`src/rtl/b2p_stochastic_gen_if.sv`:
```
// b2p_stochastic_gen_if: input/output bundle for the binary-to-stochastic converter
//   master: drives enable, load, b_input, Nc; observes p_output, p_valid, window_done, load_ready
//   slave : the converter side of the same signals
interface b2p_stochastic_gen_if #(
   parameter int WIDTH = 16
);
   logic             enable;
   logic             load;
   logic [WIDTH-1:0] b_input;
   logic [WIDTH-1:0] Nc;
   logic             p_output;
   logic             p_valid;
   logic             window_done;
   logic             load_ready;
   modport master (output enable, load, b_input, Nc, input p_output, p_valid, window_done, load_ready);
   modport slave  (input enable, load, b_input, Nc, output p_output, p_valid, window_done, load_ready);
endinterface

```
`src/rtl/b2p_stochastic_gen.sv`:
```
// b2p_stochastic_gen: binary-to-stochastic pulse converter, LFSR compare, windowed, double-buffered value
//   clk, rst          : clock, synchronous active-high reset
//   bus.enable        : advance generator this cycle
//   bus.load/b_input  : value capture request and data
//   bus.Nc            : window length in enabled cycles (0 = 2^WIDTH)
//   bus.p_output      : registered stochastic bit, qualified by bus.p_valid
//   bus.window_done   : pulses with the last bit of each window
//   bus.load_ready    : pending buffer empty
module b2p_stochastic_gen #(
   parameter int               WIDTH = 16,
   parameter logic [WIDTH-1:0] SEED  = 16'hACE1,
   parameter logic [WIDTH-1:0] TAPS  = 16'hB400
) (
   input logic                 clk,
   input logic                 rst,
   b2p_stochastic_gen_if.slave bus
);
   // an all-zero LFSR would lock up, so a zero seed is promoted to 1
   localparam logic [WIDTH-1:0] SEED_OK = (SEED == '0) ? WIDTH'(1) : SEED;
   typedef enum logic {IDLE, RUN} state_t;
   state_t           state, state_nxt;
   logic [WIDTH-1:0] lfsr, lfsr_nxt, cnt, cnt_nxt, value_reg, value_nxt, pending, pending_nxt;
   logic             pend_full, pend_full_nxt, p_out, p_out_nxt, p_val, p_val_nxt, done, done_nxt;
   logic             step, last;
   always_comb begin
      state_nxt     = state;
      lfsr_nxt      = lfsr;
      cnt_nxt       = cnt;
      value_nxt     = value_reg;
      pending_nxt   = pending;
      pend_full_nxt = pend_full;
      p_out_nxt     = 1'b0;
      p_val_nxt     = 1'b0;
      done_nxt      = 1'b0;
      step          = (state == RUN) && bus.enable;
      // Nc-1 wraps, so Nc=0 gives a 2^WIDTH window
      last          = step && (cnt == bus.Nc - WIDTH'(1));
      if (state == IDLE) begin
         if (bus.load) begin
            value_nxt = bus.b_input;
            cnt_nxt   = '0;
            state_nxt = RUN;
         end
      end else begin
         if (step) begin
            p_out_nxt = lfsr < value_reg;
            p_val_nxt = 1'b1;
            lfsr_nxt  = {1'b0, lfsr[WIDTH-1:1]} ^ (lfsr[0] ? TAPS : '0);
            cnt_nxt   = last ? '0 : cnt + WIDTH'(1);
            done_nxt  = last;
         end
         // window end promotes pending; a load arriving then refills it or bypasses it
         if (last && pend_full) begin
            value_nxt     = pending;
            pending_nxt   = bus.load ? bus.b_input : pending;
            pend_full_nxt = bus.load;
         end else if (last && bus.load) begin
            value_nxt = bus.b_input;
         end else if (bus.load && !pend_full) begin
            pending_nxt   = bus.b_input;
            pend_full_nxt = 1'b1;
         end
      end
   end
   always_ff @(posedge clk) begin
      if (rst) begin
         state     <= IDLE;
         lfsr      <= SEED_OK;
         cnt       <= '0;
         value_reg <= '0;
         pending   <= '0;
         pend_full <= 1'b0;
         p_out     <= 1'b0;
         p_val     <= 1'b0;
         done      <= 1'b0;
      end else begin
         state     <= state_nxt;
         lfsr      <= lfsr_nxt;
         cnt       <= cnt_nxt;
         value_reg <= value_nxt;
         pending   <= pending_nxt;
         pend_full <= pend_full_nxt;
         p_out     <= p_out_nxt;
         p_val     <= p_val_nxt;
         done      <= done_nxt;
      end
   end
   assign bus.p_output    = p_out;
   assign bus.p_valid     = p_val;
   assign bus.window_done = done;
   assign bus.load_ready  = !pend_full;
endmodule

```
`src/flat_wrapper.sv`:
```
// flat-port wrapper written by rule: the top's interface ports become plain ports
module b2p_stochastic_gen_flat 
#(
   parameter int               WIDTH = 16,
   parameter logic [WIDTH-1:0] SEED  = 16'hACE1,
   parameter logic [WIDTH-1:0] TAPS  = 16'hB400
)
  (clk, rst, bus_enable, bus_load, bus_b_input, bus_Nc, bus_p_output, bus_p_valid, bus_window_done, bus_load_ready);
  b2p_stochastic_gen_if #(.WIDTH(WIDTH)) bus_i ();
  input logic clk;
  input logic rst;
  input wire logic [$bits(bus_i.enable)-1:0] bus_enable;
  input wire logic [$bits(bus_i.load)-1:0] bus_load;
  input wire logic [$bits(bus_i.b_input)-1:0] bus_b_input;
  input wire logic [$bits(bus_i.Nc)-1:0] bus_Nc;
  output wire logic [$bits(bus_i.p_output)-1:0] bus_p_output;
  output wire logic [$bits(bus_i.p_valid)-1:0] bus_p_valid;
  output wire logic [$bits(bus_i.window_done)-1:0] bus_window_done;
  output wire logic [$bits(bus_i.load_ready)-1:0] bus_load_ready;
  assign bus_i.enable = bus_enable;
  assign bus_i.load = bus_load;
  assign bus_i.b_input = bus_b_input;
  assign bus_i.Nc = bus_Nc;
  assign bus_p_output = bus_i.p_output;
  assign bus_p_valid = bus_i.p_valid;
  assign bus_window_done = bus_i.window_done;
  assign bus_load_ready = bus_i.load_ready;
  b2p_stochastic_gen #(.WIDTH(WIDTH), .SEED(SEED), .TAPS(TAPS)) u_core (.clk(clk), .rst(rst), .bus(bus_i));
endmodule
```
`config.mk`:
```
export PLATFORM = sky130hd
export DESIGN_NAME = b2p_stochastic_gen_flat
export DESIGN_NICKNAME = d
export VERILOG_FILES = /design/src/rtl/b2p_stochastic_gen_if.sv /design/src/rtl/b2p_stochastic_gen.sv /design/src/flat_wrapper.sv
export SDC_FILE = /design/constraint.sdc
export NUM_CORES = 1
export LEC_CHECK = 0
export ABC_AREA = 1
export BUFFER_PORTS_ARGS = -buffer_cell sky130_fd_sc_hd__clkbuf_2
export CORE_ASPECT_RATIO = 0.75
export CORE_UTILIZATION = 41
export CTS_CLUSTER_SIZE = 10
export DETAILED_ROUTE_END_ITERATION = 16
export SYNTH_ARGS = -nofsm -noshare
export SYNTH_HDL_FRONTEND = slang
export SYNTH_SLANG_ARGS = --single-unit
export TNS_END_PERCENT = 5
```
`constraint.sdc`:
```
create_clock -name clk -period 2.1 [get_ports clk]
set_input_delay 0.315 -clock clk [delete_from_list [all_inputs] [get_ports clk]]
set_output_delay 0.315 -clock clk [all_outputs]
set_load 0.03 [all_outputs]
```
==> results of run 1 <==
## power by group through the flow
stage	registers (mW)	clock network, mW	logic (mW)
finish	1.42	1.45	0.621
global route	1.43	1.53	0.694
CTS	1.42	1.47	0.572
detailed placement	1.45	0	0.568
global placement	1.44	0	0.550
floorplan	1.43	0	0.385
## final cells by class
class / instances / area share, %
inverter: 89 / 5.75
timing repair buffer: 95 / 12.1
sequential: 69 / 24.0
tap: 140 / 3.02
clock buffer: 13 / 4.14
clock inverter: 2 / 0.603
multi-input combinational: 509 / 50.4
## layout by cell type (no fill, tap or decap), drive strengths merged, types with 6 or more instances in the layout
cell type	synthesis	final
nand2	194	195
dfxtp	69	69
a21oi	48	48
buf	14	55
clkbuf	10	53
nor2	87	87
nor3	6	6
xor2	12	12
nand4	25	25
o22ai	7	7
o21ai	23	23
inv	88	88
xnor2	8	8
nand3	68	68
ha	17	17
## worst reg2reg max path: stages, from the launching register on
cell                        delay [ns]
sky130_fd_sc_hd__dfxtp_2          0.36
sky130_fd_sc_hd__xnor2_2          0.20
sky130_fd_sc_hd__inv_1            0.09
sky130_fd_sc_hd__nand2_1          0.14
sky130_fd_sc_hd__nand4_1          0.13
sky130_fd_sc_hd__nor2_1           0.11
sky130_fd_sc_hd__nand3_1          0.11
sky130_fd_sc_hd__clkinv_1         0.06
sky130_fd_sc_hd__nand2_1          0.06
sky130_fd_sc_hd__nand2_1          0.07
sky130_fd_sc_hd__nand2_2          0.11
sky130_fd_sc_hd__clkbuf_16        0.20
sky130_fd_sc_hd__a21oi_1          0.14
sky130_fd_sc_hd__nor2_1           0.07
## routing by layer
metal	share of wire, %	vias up	track usage, %
met4	0.74	0	4.62
met5	0	-	0
li1	-	2392	-
met2	41	97	32.4
met3	5.3	8	4.95
met1	53	2105	33.1
## final timing paths
path / cells after the start / slack, ns / from / endpoint
setup reg to reg: 13 / 0.12 / u_core.cnt[10] / u_core.pending[7]
hold / removal: 5 / 0.30 / bus_b_input[10] / u_core.pending[10]
hold reg to reg: 2 / 0.48 / u_core.pending[11] / u_core.pending[11]
setup / recovery: 16 / 0.06 / bus_Nc[4] / u_core.pending[7]
## logic make-up (layout without fill, tap and decap cells)
family	count (synthesis)	in the layout	share of synthesized area (%)
and+or+nand+nor	384	385	40.5
buffers and inverters	113	199	10.3
AOI/OAI and AO/OA	87	87	10.9
DFF	69	69	29.9
xor gates and xnor gates	20	20	3.79
adders and majority gates	17	17	4.60
## per-stage QoR
step                      setup slack, ns  setup TNS (ns)  hold WS (ns)  area (um^2)
after detailed placement           -0.407          -13.83         0.471         5250
final                              0.0592               0         0.304         5810
after CTS                       -0.000682       -0.000682         0.295         5530
after global routing              -0.0730          -0.781         0.320         5810
after global placement             -0.331          -11.55         0.461         5250
after floorplan                    0.0173               0         0.393         4620
## timing repair
item | CTS | global route
buffers inserted | 0 | 6
gates cloned | 0 | 2
gates resized for setup | 2 | 38
setup endpoints to repair | 16 | 49
pin swaps | 0 | 11
==> results.txt, run 1 <==
The run finished with clean final reports. The transition time at the pin with the least slew margin came out at 0.414 ns. The DRC violation count after routing is 0. Of the total power, combinational logic draws approximately 18%. The floorplan core area came out at between 10000 and 15000 um^2. The netlist uses 40 different library cells. 0 antenna diodes ended up in the layout. The setup path with the least slack is of type in2reg. The cell area after technology mapping came out at 4620 um^2. The number of setup violations in the final report is 0.

The count of antenna-violating nets left after detailed routing is 0. The number of enable-type register cells in the synthesized netlist is 0. The die area came out at approximately 12000 um^2. The number of buffers on the longest clock path came out at 2. The worst setup path is captured at a flip-flop. The relative slew slack is around 72%. The sort of element at the start of the critical path is a primary input.

The sequential share of power came out at around 41%. The number of pins with negative max-slew slack in the final report is 0. The area of the multi-input gates came out at 2930 um^2.

The most common cell in the synthesized netlist is sky130_fd_sc_hd__nand2_1. The share of synthesized area in the top cell type comes to 29.9%. The post-synthesis async set-or-reset flop share is 0%. The count of synthesis-stage warnings from yosys is 0. Hold repair after CTS inserted 0 buffers.

From left edge to right edge, the die measures approximately 120 um. The largest net degree at the start of global routing is 34. The clock latency of the later-clocked register in the worst-skew pair is between 0.3 and 0.4 ns. The clock arrives with ~0.0064 ns of skew. The data arrival time of the worst path came out at ~2.3 ns. The per-instance average area after synthesis is 6.70 um^2.

The maximum vdd drop came out at roughly 0.48 mV. The internal power consumption is between 2 and 3 mW. The congestion estimate from routability-driven global placement came to about 0.87. The maximum fanout along the worst path is 16. The post-synthesis to final-layout area growth came out at 25.6%. The most used cell along the critical path is sky130_fd_sc_hd__nand2_1. The number of levels in the clock H-tree is 3. The required time reported for the critical path endpoint is 2.32 ns.

The cell count after synthesis came out at a little under 700. The synthesis-stage register bit count came out at between 60 and 70. The achievable frequency came out at about 490 MHz. The core occupancy in the finished layout came out at between 50% and 60%. The number of buffers created by CTS came out at 9. Buffers placed on the I/O ports in this run total 39. The global route total overflow came out at 0. The register cell area after layout came out at 1390 um^2. By area the synthesized netlist is led by sky130_fd_sc_hd__dfxtp_1 (30%), sky130_fd_sc_hd__nand2_1 (14%), sky130_fd_sc_hd__nand3_1 (6.9%), sky130_fd_sc_hd__inv_1 (6.7%), sky130_fd_sc_hd__nor2_1 (5.7%). The share of the clock period used by the worst path after layout is 97.2%. The path class of the tightest hold or removal check is in2reg. The number of nets in the layout is 826. Of the total power, the share spent switching nets is between 20% and 30%. The final routed wirelength across all metal layers came out at around 13000 um. The total number of vias came out at around 4600. The total placed cells including tap cells came out at 894. The share of power burned in the clock network is 41.5%. The static leakage power is approximately 2.7 nW. The via count normalized by instance count is ~5.

The synthesized netlist net count is around 740. The number of global-route vias before repair came out at 4120. The post-DP HPWL is 9370 um. The signal on the critical path passes through clkbuf_2 > nor2_1 > nand2_2 > nor2_8 > nand2_1 > nand2_1 > nand4_1 > nor2_1 > nand3_1 > clkinv_1 > nand2_1 > nand2_1 > nand2_2 > clkbuf_16 > a21oi_1 > nor2_1. TritonCTS built the clock tree. In this design, the largest share of critical-path delay is due to simple AND/OR/NAND/NOR gates. Global routing used 22.3% of the available tracks. The largest single stage delay on the critical path is about 0.23 ns. Max-cap violations in this run came to 0. The clock tree root buffer cell is sky130_fd_sc_hd__clkbuf_16. The initial standard-cell utilization of the core is between 40% and 50%. The clock transition at the registers of the reported paths is approximately 0.050 ns. The number of optimization iterations in the first detailed-route pass came out at 5. Overall power consumption after layout is estimated at around 3.5 mW. The power per standard cell area came out at 601 nW/um^2. The number of buffers and inverters on the critical path is 3.

The commonest cells after synthesis are sky130_fd_sc_hd__nand2_1 (167), sky130_fd_sc_hd__inv_1 (82), sky130_fd_sc_hd__nor2_1 (70). The initial antenna violation count came to 0. The minimum clock period is about 2 ns. In this run the core area contains 33 standard-cell rows. Setup repair after global routing could not meet its margin everywhere. Counting the fill cells in the layout gives 1077. The post-synthesis sequential area ratio came out at 29.9%.

The I/O pin count came out at 40. The net switching component of the power came out at between 0.9 and 1 mW. The most used flip-flop cell after synthesis is sky130_fd_sc_hd__dfxtp_1. The share of final-layout standard cells stronger than drive strength 1 came out at a little over a quarter. The first routing iteration left between 200 and 300 violations. The number of endpoints with negative hold slack in the final report is 0. The first global-routing pass estimated around 21000 um of wire. The wire length per cell after detailed routing is between 10 and 15 um. The final cell count without fillers came out at 917. The cell type with the largest total area after synthesis is sky130_fd_sc_hd__dfxtp_1. The die is ~94 um tall. The number of sinks driven by the clock tree is slightly below 70. The library cell contributing the largest single delay on the critical path is sky130_fd_sc_hd__nor2_1.
Power figures use the tool's default switching activity.
==> run 2: changes to the inputs <==
SETUP_SLACK_MARGIN = 0.5   (was not set)
==> run 2 against run 1 <==
Compared with the run above: utilization is 4.2 points higher; the run now ends with setup timing left; fmax is 5.4% lower; global-route usage is 0.62 points higher; clock-buffer cell count is 3 lower; critical path depth is 1 lower; power is 6.2% higher; flip-flop and latch count stayed put; first-iteration DRC count is 21% higher.
==> results.txt, run 2 (same netlist as run 1, synthesis figures left out) <==
The run finished, with violations left. The checks that failed: setup timing. STA classifies the critical path startpoint as a flip-flop. The wire length of the first global-routing pass came out at 21500 um (+4.3%). The die area is 11700 um^2 (unchanged). The final-layout fill cell count is 978 (-9.2%).

Setup repair after global routing could not meet its margin everywhere. The I/O pin count came out at 40 (unchanged). The area of the multi-input gates came out at 3130 um^2 (+7.0%). The core occupancy in the finished layout is 57.3% (+4.2 points). The number of standard-cell rows in the floorplan is 33 (unchanged).

Clock tree synthesis selected as its root buffer the cell sky130_fd_sc_hd__clkbuf_16. The number of nets in the layout came out at 843 (+2.1%). The element type at the critical path end is a flip-flop. The final routed wirelength across all metal layers is 13300 um (+4.2%).

The clock tree from TritonCTS is yes. The required time reported for the critical path endpoint was 2.33 ns (about the same). The final cell count without fillers is 935 (+2.0%). The initial antenna violation count came out at 0 (unchanged). The share of the clock period used by the worst path after layout was 103% (+5.5 points).

The library cell used most frequently in the layout, excluding fill and tap cells, is sky130_fd_sc_hd__nand2_1. The largest net degree at the start of global routing is 34 (unchanged). The static leakage power came out at 2.86 nW (+6.3%).

The clock transition at the registers of the reported paths came out at 0.06 ns (about the same). The all-layer global routing usage came out at 22.9% (+0.62 points). The number of optimization iterations in the first detailed-route pass came to 4 (-1). The power per standard cell area is 591 nW/um^2 (-1.6%). The achievable frequency came out at 464 MHz (-5.4%). The DRC violation count after routing came out at 0 (unchanged). The wire length per cell after detailed routing is 14.2 um (+2.2%).

The worst hold path belongs to the class in2reg. The setup slack at placement came out at -0.482 ns (-0.0751 ns). The minimum hold slack is 0.216 ns (-0.0879 ns). The number of maximum-capacitance constraint violations came to 0 (unchanged). The number of levels in the clock H-tree came out at 3 (unchanged). The final setup TNS came out at -0.878 ns (-0.878 ns).

The post-DP HPWL is 9570 um (+2.2%). The initial standard-cell utilization of the core came out at 42.2% (unchanged). The relative slew slack is 69.5% (-2.8 points). The via count normalized by instance count is 5.09 (+1.4%). The total number of vias is 4758 (+3.4%). The routability-driven placement congestion ratio is 0.870 (+0.38%). The count of antenna-violating nets left after detailed routing is 0 (unchanged). The number of buffers on the longest clock path came out at 2 (unchanged). The transition time at the pin with the least slew margin is 0.454 ns (+0.0398 ns). The width of the chip is 125 um (unchanged).

The number of global-route vias before repair is 4409 (+7.0%). The clock latency of the later-clocked register in the worst-skew pair is 0.34 ns (about the same). The number of setup violations in the final report was 27 (+27). The number of buffers created by CTS came out at 9 (unchanged). The register cell area after layout is 1390 um^2 (-0.18%).

The post-synthesis to final-layout area growth came out at 35.7%. The number of buffers inserted by port buffering came to 39 (unchanged). The number of sinks driven by the clock tree is 69 (unchanged).

The maximum fanout along the worst path came out at 8 (-8). The global route total overflow is 0 (unchanged). The floorplan core area came out at 10900 um^2 (unchanged).

The number of buffers inserted by hold repair at cts came out at 0 (unchanged). The number of pins with negative max-slew slack in the final report was 0 (unchanged). The worst setup path is of the reg2reg kind. The minimum setup slack in the final design was -0.0569 ns (-0.116 ns). The area after detailed placement is 5420 um^2 (+3.2%).

The count of routing violations after the opening detailed-route iteration is 343 (+21%). The y dimension of the die is 93.9 um (unchanged). The maximum vdd drop is 0.424 mV (-12%).

The total power draw came to 3.71 mW (+6.2%). The total placed cells including tap cells is 908 (+1.6%). The share of final-layout standard cells stronger than drive strength 1 came to 32.6% (+6.2 points).

The final standard cell area without fillers is 6270 um^2 (+8.0%). The worst setup skew after layout came to 0.00492 ns (-0.00153 ns). The number of endpoints with negative hold slack in the final report is 0 (unchanged). The minimum clock period was 2.16 ns (+0.116 ns).

The top cell types in the final layout, fill and taps aside, are sky130_fd_sc_hd__nand2_1 (156), sky130_fd_sc_hd__inv_1 (80), sky130_fd_sc_hd__dfxtp_1 (65). The data arrival time of the worst path is 2.38 ns (+0.11 ns). The number of inserted diodes came out at 0 (unchanged).
run 2: cell count changes in the layout (fill, tap and decap cells not counted), moves of 4 or more:
cell	previous run	this run
sky130_fd_sc_hd__a21oi_1	38	32
sky130_fd_sc_hd__a21oi_2	10	16
sky130_fd_sc_hd__buf_4	48	58
sky130_fd_sc_hd__buf_6	2	7
sky130_fd_sc_hd__clkbuf_1	4	0
sky130_fd_sc_hd__nand2_1	163	156
sky130_fd_sc_hd__nand2_4	2	6
sky130_fd_sc_hd__nand3_1	58	35
sky130_fd_sc_hd__nand3_2	10	28
sky130_fd_sc_hd__nand3_4	0	5
run 2: area by class of cell:
type	count	area share, %
Inverter	89	5.57
Multi-Input combinational cell	509	49.9
Sequential cell	69	22.2
Clock inverter	6	1.12
Timing Repair Buffer	112	14.6
Clock buffer	10	3.81
Tap cell	140	2.79
run 2: final timing paths:
kind	from	endpoint	slack (ns)	cells after the start
max	u_core.cnt[0]	u_core.pending[4]	-0.06	15
min	rst	u_core.pend_full	0.22	2
max reg2reg	u_core.cnt[0]	u_core.pending[4]	-0.06	15
min reg2reg	u_core.value_reg[3]	u_core.value_reg[3]	0.48	2
run 2: what timing repair did:
item | 4_1_cts | 5_1_grt
resized for setup | 15 | 72
buffers inserted | 3 | 2
setup endpoints to repair | 51 | 51
gates cloned | 1 | 5
pin swaps | 4 | 32
run 2: metal layers:
metal	vias to the layer above	part of all wire [%]	global-route usage (%)
met3	9	5.4	4.10
li1	2435	-	-
met2	109	42	32.6
met5	-	0	0
met1	2205	52	34.8
met4	0	0.62	5.92
run 2: worst max-delay path, cell delays in order (launching register included):
cell                        delay, ns
sky130_fd_sc_hd__dfxtp_4         0.36
sky130_fd_sc_hd__buf_6           0.12
sky130_fd_sc_hd__xnor2_4         0.12
sky130_fd_sc_hd__nor2_2          0.14
sky130_fd_sc_hd__nand2_1         0.08
sky130_fd_sc_hd__nor2_2          0.14
sky130_fd_sc_hd__nand2_1         0.09
sky130_fd_sc_hd__nor2_2          0.12
sky130_fd_sc_hd__nand3_2         0.13
sky130_fd_sc_hd__clkinv_1        0.08
sky130_fd_sc_hd__nand2_2         0.07
sky130_fd_sc_hd__nand2_4         0.10
sky130_fd_sc_hd__nand2_8         0.09
sky130_fd_sc_hd__clkbuf_16       0.18
sky130_fd_sc_hd__a21oi_1         0.14
sky130_fd_sc_hd__nor2_1          0.07
run 2: report_power, final:
part | switching, mW | total [mW] | internal, mW
combinational | 0.403 | 0.706 | 0.302
clock | 0.616 | 1.58 | 0.960
sequential | 0.0523 | 1.42 | 1.37
